## src/rtl/sram_arbiter_if.sv

```systemverilog
// Bus bundle for the two-master SRAM arbiter. It holds the CPU and DMA
// request/response channels, the SRAM pin group and the status outputs.
// "master" is the system side (both requesters plus the SRAM device).
// "slave" is the arbiter itself.
interface sram_arbiter_if #(
  parameter int ADDR_W = 20,
  parameter int DATA_W = 16
);
  // CPU requester channel
  logic              CPU_Req;
  logic              CPU_WE;
  logic [ADDR_W-1:0] CPU_Addr;
  logic [DATA_W-1:0] CPU_Wdata;
  logic [DATA_W-1:0] CPU_Rdata;
  logic              CPU_Ack;

  // Secondary (loader / debug) requester channel
  logic              DMA_Req;
  logic              DMA_WE;
  logic [ADDR_W-1:0] DMA_Addr;
  logic [DATA_W-1:0] DMA_Wdata;
  logic [DATA_W-1:0] DMA_Rdata;
  logic              DMA_Ack;

  // SRAM pins
  logic [ADDR_W-1:0] SRAM_ADDR;
  logic [DATA_W-1:0] SRAM_Dout;
  logic              SRAM_Doe;
  logic [DATA_W-1:0] SRAM_Din;
  logic              SRAM_CE_N;
  logic              SRAM_OE_N;
  logic              SRAM_WE_N;

  // Status
  logic              Busy;
  logic              Owner;

  modport master (
    output CPU_Req, CPU_WE, CPU_Addr, CPU_Wdata,
    input  CPU_Rdata, CPU_Ack,
    output DMA_Req, DMA_WE, DMA_Addr, DMA_Wdata,
    input  DMA_Rdata, DMA_Ack,
    input  SRAM_ADDR, SRAM_Dout, SRAM_Doe, SRAM_CE_N, SRAM_OE_N, SRAM_WE_N,
    output SRAM_Din,
    input  Busy, Owner
  );

  modport slave (
    input  CPU_Req, CPU_WE, CPU_Addr, CPU_Wdata,
    output CPU_Rdata, CPU_Ack,
    input  DMA_Req, DMA_WE, DMA_Addr, DMA_Wdata,
    output DMA_Rdata, DMA_Ack,
    output SRAM_ADDR, SRAM_Dout, SRAM_Doe, SRAM_CE_N, SRAM_OE_N, SRAM_WE_N,
    input  SRAM_Din,
    output Busy, Owner
  );
endinterface

```

## src/rtl/sram_arbiter.sv

```systemverilog
// Round-robin arbiter and access sequencer for a single-ported SRAM.
// It is shared by the LC-3 CPU (port 0) and a secondary master (port 1).
// Each access runs IDLE -> ACCESS (wait states) -> ACK -> IDLE.
// Every SRAM pin and every response is registered.
module sram_arbiter #(
  parameter int ADDR_W  = 20,
  parameter int DATA_W  = 16,
  parameter int RD_WAIT = 2,
  parameter int WR_WAIT = 2
) (
  input  logic          Clk,
  input  logic          Reset_n,
  sram_arbiter_if.slave bus
);

  localparam int MAX_WAIT = (RD_WAIT > WR_WAIT) ? RD_WAIT : WR_WAIT;
  localparam int CNT_W    = $clog2(MAX_WAIT) + 1;
  localparam logic [CNT_W-1:0] RD_LOAD = CNT_W'(RD_WAIT - 1);
  localparam logic [CNT_W-1:0] WR_LOAD = CNT_W'(WR_WAIT - 1);
  localparam logic [CNT_W-1:0] CNT_ONE = CNT_W'(1);

  typedef enum logic [1:0] {
    IDLE   = 2'd0,
    ACCESS = 2'd1,
    ACK    = 2'd2
  } state_t;

  state_t            state_reg;
  logic              owner_reg;
  logic [CNT_W-1:0]  cnt_reg;
  logic              we_reg;
  logic [ADDR_W-1:0] addr_reg;
  logic [DATA_W-1:0] dout_reg;
  logic              doe_reg;
  logic              ce_n_reg;
  logic              oe_n_reg;
  logic              we_n_reg;
  logic              busy_reg;

  // Port-indexed views of the two requesters: index 0 = CPU, 1 = DMA
  logic [1:0]        req_vec;
  logic [1:0]        we_vec;
  logic [ADDR_W-1:0] addr_vec  [2];
  logic [DATA_W-1:0] wdata_vec [2];
  logic [DATA_W-1:0] rdata_reg [2];
  logic              ack_reg   [2];

  logic              grant_valid;
  logic              grant_port;
  logic              access_done;

  assign req_vec      = {bus.DMA_Req, bus.CPU_Req};
  assign we_vec       = {bus.DMA_WE,  bus.CPU_WE};
  assign addr_vec[0]  = bus.CPU_Addr;
  assign addr_vec[1]  = bus.DMA_Addr;
  assign wdata_vec[0] = bus.CPU_Wdata;
  assign wdata_vec[1] = bus.DMA_Wdata;

  // Single requester wins outright. On a tie, the port that did not own the
  // last access wins. Owner resets to DMA, so the CPU takes the first tie.
  assign grant_valid = |req_vec;
  assign grant_port  = req_vec[1] & (~req_vec[0] | ~owner_reg);

  // Last wait-state cycle: the strobe ends on this edge and read data is sampled.
  assign access_done = (state_reg == ACCESS) && (cnt_reg == '0);

  // Sequencer: the grant latches the request, then the strobes and status
  // registers are driven for each phase.
  always_ff @(posedge Clk or negedge Reset_n) begin
    if (!Reset_n) begin
      state_reg <= IDLE;
      owner_reg <= 1'b1;
      cnt_reg   <= '0;
      we_reg    <= 1'b0;
      addr_reg  <= '0;
      dout_reg  <= '0;
      doe_reg   <= 1'b0;
      ce_n_reg  <= 1'b1;
      oe_n_reg  <= 1'b1;
      we_n_reg  <= 1'b1;
      busy_reg  <= 1'b0;
    end else begin
      case (state_reg)
        IDLE: begin
          if (grant_valid) begin
            state_reg <= ACCESS;
            owner_reg <= grant_port;
            we_reg    <= we_vec[grant_port];
            addr_reg  <= addr_vec[grant_port];
            ce_n_reg  <= 1'b0;
            busy_reg  <= 1'b1;
            if (we_vec[grant_port]) begin
              cnt_reg  <= WR_LOAD;
              we_n_reg <= 1'b0;
              doe_reg  <= 1'b1;
              dout_reg <= wdata_vec[grant_port];
            end else begin
              cnt_reg  <= RD_LOAD;
              oe_n_reg <= 1'b0;
              doe_reg  <= 1'b0;
            end
          end
        end
        ACCESS: begin
          if (cnt_reg == '0) begin
            // Strobes rise together. CE, address and write data stay
            // valid for one more cycle of hold time.
            state_reg <= ACK;
            oe_n_reg  <= 1'b1;
            we_n_reg  <= 1'b1;
          end else begin
            cnt_reg <= cnt_reg - CNT_ONE;
          end
        end
        ACK: begin
          // Always go back through IDLE, so there is a dead cycle between grants
          state_reg <= IDLE;
          ce_n_reg  <= 1'b1;
          doe_reg   <= 1'b0;
          busy_reg  <= 1'b0;
        end
        default: begin
          state_reg <= IDLE;
          ce_n_reg  <= 1'b1;
          oe_n_reg  <= 1'b1;
          we_n_reg  <= 1'b1;
          doe_reg   <= 1'b0;
          busy_reg  <= 1'b0;
        end
      endcase
    end
  end

  for (genvar gi = 0; gi < 2; gi++) begin : g_port
    // Per-port response: a one-cycle Ack, plus read data captured only for the grantee
    always_ff @(posedge Clk or negedge Reset_n) begin
      if (!Reset_n) begin
        ack_reg[gi]   <= 1'b0;
        rdata_reg[gi] <= '0;
      end else begin
        ack_reg[gi] <= access_done && (owner_reg == 1'(gi));
        if (access_done && !we_reg && (owner_reg == 1'(gi))) begin
          rdata_reg[gi] <= bus.SRAM_Din;
        end
      end
    end
  end

  assign bus.CPU_Ack   = ack_reg[0];
  assign bus.DMA_Ack   = ack_reg[1];
  assign bus.CPU_Rdata = rdata_reg[0];
  assign bus.DMA_Rdata = rdata_reg[1];

  assign bus.SRAM_ADDR = addr_reg;
  assign bus.SRAM_Dout = dout_reg;
  assign bus.SRAM_Doe  = doe_reg;
  assign bus.SRAM_CE_N = ce_n_reg;
  assign bus.SRAM_OE_N = oe_n_reg;
  assign bus.SRAM_WE_N = we_n_reg;
  assign bus.Busy      = busy_reg;
  assign bus.Owner     = owner_reg;

endmodule

```

## src/flat_wrapper.sv

```systemverilog
// flat-port wrapper written by rule: the top's interface ports become plain ports
module sram_arbiter_flat 
#(
  parameter int ADDR_W  = 20,
  parameter int DATA_W  = 16,
  parameter int RD_WAIT = 2,
  parameter int WR_WAIT = 2
)
  (Clk, Reset_n, bus_CPU_Req, bus_CPU_WE, bus_CPU_Addr, bus_CPU_Wdata, bus_CPU_Rdata, bus_CPU_Ack, bus_DMA_Req, bus_DMA_WE, bus_DMA_Addr, bus_DMA_Wdata, bus_DMA_Rdata, bus_DMA_Ack, bus_SRAM_ADDR, bus_SRAM_Dout, bus_SRAM_Doe, bus_SRAM_CE_N, bus_SRAM_OE_N, bus_SRAM_WE_N, bus_SRAM_Din, bus_Busy, bus_Owner);
  sram_arbiter_if #(.ADDR_W(ADDR_W), .DATA_W(DATA_W)) bus_i ();
  input  logic Clk;
  input  logic Reset_n;
  input wire logic [$bits(bus_i.CPU_Req)-1:0] bus_CPU_Req;
  input wire logic [$bits(bus_i.CPU_WE)-1:0] bus_CPU_WE;
  input wire logic [$bits(bus_i.CPU_Addr)-1:0] bus_CPU_Addr;
  input wire logic [$bits(bus_i.CPU_Wdata)-1:0] bus_CPU_Wdata;
  output wire logic [$bits(bus_i.CPU_Rdata)-1:0] bus_CPU_Rdata;
  output wire logic [$bits(bus_i.CPU_Ack)-1:0] bus_CPU_Ack;
  input wire logic [$bits(bus_i.DMA_Req)-1:0] bus_DMA_Req;
  input wire logic [$bits(bus_i.DMA_WE)-1:0] bus_DMA_WE;
  input wire logic [$bits(bus_i.DMA_Addr)-1:0] bus_DMA_Addr;
  input wire logic [$bits(bus_i.DMA_Wdata)-1:0] bus_DMA_Wdata;
  output wire logic [$bits(bus_i.DMA_Rdata)-1:0] bus_DMA_Rdata;
  output wire logic [$bits(bus_i.DMA_Ack)-1:0] bus_DMA_Ack;
  output wire logic [$bits(bus_i.SRAM_ADDR)-1:0] bus_SRAM_ADDR;
  output wire logic [$bits(bus_i.SRAM_Dout)-1:0] bus_SRAM_Dout;
  output wire logic [$bits(bus_i.SRAM_Doe)-1:0] bus_SRAM_Doe;
  output wire logic [$bits(bus_i.SRAM_CE_N)-1:0] bus_SRAM_CE_N;
  output wire logic [$bits(bus_i.SRAM_OE_N)-1:0] bus_SRAM_OE_N;
  output wire logic [$bits(bus_i.SRAM_WE_N)-1:0] bus_SRAM_WE_N;
  input wire logic [$bits(bus_i.SRAM_Din)-1:0] bus_SRAM_Din;
  output wire logic [$bits(bus_i.Busy)-1:0] bus_Busy;
  output wire logic [$bits(bus_i.Owner)-1:0] bus_Owner;
  assign bus_i.CPU_Req = bus_CPU_Req;
  assign bus_i.CPU_WE = bus_CPU_WE;
  assign bus_i.CPU_Addr = bus_CPU_Addr;
  assign bus_i.CPU_Wdata = bus_CPU_Wdata;
  assign bus_CPU_Rdata = bus_i.CPU_Rdata;
  assign bus_CPU_Ack = bus_i.CPU_Ack;
  assign bus_i.DMA_Req = bus_DMA_Req;
  assign bus_i.DMA_WE = bus_DMA_WE;
  assign bus_i.DMA_Addr = bus_DMA_Addr;
  assign bus_i.DMA_Wdata = bus_DMA_Wdata;
  assign bus_DMA_Rdata = bus_i.DMA_Rdata;
  assign bus_DMA_Ack = bus_i.DMA_Ack;
  assign bus_SRAM_ADDR = bus_i.SRAM_ADDR;
  assign bus_SRAM_Dout = bus_i.SRAM_Dout;
  assign bus_SRAM_Doe = bus_i.SRAM_Doe;
  assign bus_SRAM_CE_N = bus_i.SRAM_CE_N;
  assign bus_SRAM_OE_N = bus_i.SRAM_OE_N;
  assign bus_SRAM_WE_N = bus_i.SRAM_WE_N;
  assign bus_i.SRAM_Din = bus_SRAM_Din;
  assign bus_Busy = bus_i.Busy;
  assign bus_Owner = bus_i.Owner;
  sram_arbiter #(.ADDR_W(ADDR_W), .DATA_W(DATA_W), .RD_WAIT(RD_WAIT), .WR_WAIT(WR_WAIT)) u_core (.Clk(Clk), .Reset_n(Reset_n), .bus(bus_i));
endmodule
```

## config.mk

```make
export PLATFORM = sky130hd
export DESIGN_NAME = sram_arbiter_flat
export DESIGN_NICKNAME = d
export VERILOG_FILES = /design/src/rtl/sram_arbiter_if.sv /design/src/rtl/sram_arbiter.sv /design/src/flat_wrapper.sv
export SDC_FILE = /design/constraint.sdc
export NUM_CORES = 1
export LEC_CHECK = 0
export CORE_ASPECT_RATIO = 1.25
export CORE_MARGIN = 5
export CORE_UTILIZATION = 40
export CTS_BUF_LIST = sky130_fd_sc_hd__clkbuf_2 sky130_fd_sc_hd__clkbuf_4 sky130_fd_sc_hd__clkbuf_8
export CTS_CLUSTER_SIZE = 8
export DETAILED_ROUTE_END_ITERATION = 8
export PLACE_DENSITY = 0.9
export SYNTH_ARGS = -nofsm -noshare
export SYNTH_HDL_FRONTEND = slang
export SYNTH_SLANG_ARGS = --single-unit
```

## constraint.sdc

```tcl
create_clock -name Clk -period 2.55 [get_ports Clk]
set_clock_uncertainty 0.05 [all_clocks]
set_input_delay 0.6375 -clock Clk [delete_from_list [all_inputs] [get_ports Clk]]
set_output_delay 0.6375 -clock Clk [all_outputs]
set_load 0.01 [all_outputs]
```

==> impl_metrics.py <==
metrics = {
    "placement": {
        "dp_hpwl_um": 7100,
        "gp_congestion": 0.758,
        "placed_area_um2": 5190,
        "placement.io_buffers": 169,
    },
    "power_and_ir_drop": {
        "power.leakage_nw": 2.34,
        "combinationalPowerShare": 0.468,
        "p_switching_w": 0.00204,
        "vdd_ir_drop_max_mv": 0.540,
        "clockPowerShare": 0.159,
        "p_int_w": 0.00420,
        "switching_share": 0.327,
        "power_w": 0.00624,
        "seqPwrFrac": 0.372,
        "pwr_density_cell_nw_per_um2": 1160,
    },
    "drt": {
        "drc": 0,
        "dr.pass1.iters": 5,
        "wirelength_um": 9050,
        "met2WireLength_um": 4950,
        "ant_nets": 0,
        "wl_met1_um": 3330,
        "drt_iter0_drc": 80,
        "wire_per_inst_um": 16.4,
        "top_layer": "met4",
        "vias_per_cell": 4.98,
        "met3WireLength_um": 551,
        "via_count": 2752,
    },
    "cells_and_area": {
        "final_cell_mix": "clkdlybuf4s50_1, dfrtp_1, nor2_1",
        "largest_reg_flops": 20,
        "mostFrequentLayoutCell": "clkdlybuf4s50_1",
        "num-fill-cells": 647,
        "drive_above_1_share": 0.143,
        "fin_util": 0.656,
        "final_area_um2": 5410,
        "n_antenna_cell": 0,
        "nNetsFinal": 547,
        "area_growth_pct": 59.6,
    },
    "worst_setup_path": {
        "worstPathRequired_ps": 1860,
        "crit_arrival_ps": 1570,
        "r2r_cells": 5,
        "path_buf_inv": 1,
        "worstReg2RegEnd": "u_core.bus.DMA_Rdata[12]",
        "cp-end-kind": "primary output",
        "crit_start": "u_core.bus.Owner",
        "crit_path_max_incr_delay_ps": 640,
        "r2r-start": "u_core.cnt_reg[0]",
        "crit_type": "reg2out",
        "cp_top_family": "flip-flops",
        "cp_cell_sequence": "clkdlybuf4s50_1",
        "crit_path_max_fanout": 8,
        "startpoint_type": "register",
        "critical_path.slowest_cell": "dfstp_2",
        "r2r_slack_ps": 400,
    },
    "sta": {
        "hold_viol": 0,
        "fmax_mhz": 443,
        "fin_crit_ps": 2260,
        "rsz0062_at_grt": "no",
        "worstMarginPinSlew_ps": 907,
        "period_share": 0.885,
        "slew_viol_final": 0,
        "maxSlewHeadroom": 0.396,
        "setup_viol": 0,
        "tns_ps": 0,
    },
    "clock_network": {
        "clockBufferDepth": 2,
        "cts.repair.resized": 0,
        "clk_latency_ps": 330,
        "cts_hold_buf": 0,
        "h-tree-depth": 3,
        "clkSinkCount": 81,
        "root_buffer": "clkbuf_8",
        "cts_tree": "built",
        "cts_buffers": 9,
        "clkTransAtPathRegs_ps": 80,
        "post_cts_buffers": 0,
    },
    "yosys": {
        "ys_async_sr_fraction": 1.00,
        "synth-seq-cells": 81,
        "netlist_instances": 281,
        "synth_cell_types": 30,
        "yosysWarnings": 0,
        "synth-edff-count": 0,
        "synth_flop_cell": "dfrtp_1",
        "synth_area_um2": 3390,
        "syn-num-nets": 376,
        "avgSynthCellArea_um2": 12.1,
        "ys_seq_area_frac": 0.600,
    },
    "global_routing": {
        "grt_pass1_vias": 3070,
        "grt_first_pass_wirelength_um": 14800,
        "grt-ovfl-total": 0,
        "grt.total_usage": 0.176,
        "grt_max_degree": 45,
        "antenna_found_initial": 0,
    },
    "min_path": {
        "hold_path_class": "in2async",
    },
    "floorplan": {
        "dieWidth_um": 92.3,
        "fp.dieH_um": 113,
        "rows": 37,
        "core_area_um2": 8240,
        "start_util": 0.411,
        "io_pins": 170,
        "die-area_um2": 10400,
    },
    "job": {
        "drv_cap": 0,
    },
    "status": {
        "status": "completed",
    },
}
[area by class of cell]
| class | instances | area (um^2) | area share |
|---|---|---|---|
| Clock buffer | 10 | 131 | 0.0243 |
| Clock inverter | 5 | 81.3 | 0.0150 |
| Inverter | 8 | 30.0 | 0.00555 |
| Multi-Input combinational cell | 176 | 1240 | 0.230 |
| Sequential cell | 81 | 2030 | 0.376 |
| Tap cell | 97 | 121 | 0.0224 |
| Timing Repair Buffer | 176 | 1770 | 0.327 |
[metrics by stage]
step / cells / hold slack [ps] / setup slack, ps
3_5_place_dp: 538 / 419 / 99.4
3_3_place_gp: 538 / 413 / 160
2_1_floorplan: 281 / 292 / 693
4_1_cts: 553 / 214 / 272
5_1_grt: 553 / 234 / 216
6_report: 553 / 211 / 293
[how the worst max path moves through the flow]
stage | end | slack [ps] | cells past startpoint
CTS | bus_Owner | 270 | 1
finish | bus_Owner | 290 | 1
global placement | u_core.bus.SRAM_Doe | 160 | 5
detailed placement | u_core.bus.SRAM_Doe | 100 | 5
floorplan | u_core.bus.DMA_Rdata[10] | 690 | 6
global route | bus_Owner | 220 | 1
[cell usage after synthesis (4+ instances only)]
master,count,area share
dfrtp_1,77,0.57
nor2_1,26,0.029
a21oi_1,19,0.028
buf_2,5,0.0074
mux2_2,23,0.076
nand2_1,21,0.023
clkbuf_1,8,0.0089
mux2i_1,20,0.059
o22ai_1,16,0.030
dfstp_2,4,0.031
nor3_1,4,0.0059
mux2_4,10,0.044
inv_1,8,0.0089
o21ai_0,24,0.035
[routing by layer]
layer | GRT usage | vias up
met3 | 0.0472 | 15
met5 | 0 | -
met2 | 0.332 | 103
li1 | - | 1320
met1 | 0.189 | 1314
met4 | 0.0575 | 0
[kinds of logic after synthesis]
| group | Yosys count | share of synthesized area |
|---|---|---|
| adders and majority gates | 1 | 0.00369 |
| muxes | 53 | 0.180 |
| buffers and inverters | 24 | 0.0366 |
| DFF | 81 | 0.600 |
| AOI/OAI and AO/OA | 64 | 0.104 |
| and+or+nand+nor | 58 | 0.0761 |
[power groups by stage]
stage / Sequential, W / Clock [W] / Combinational [W]
global placement: 0.00231 / 0 / 0.00287
finish: 0.00233 / 0.000995 / 0.00292
detailed placement: 0.00235 / 0 / 0.00297
global route: 0.00242 / 0.00107 / 0.00317
CTS: 0.00233 / 0.00103 / 0.00298
floorplan: 0.00256 / 0 / 0.00104
(Power assumes the default switching activity.)
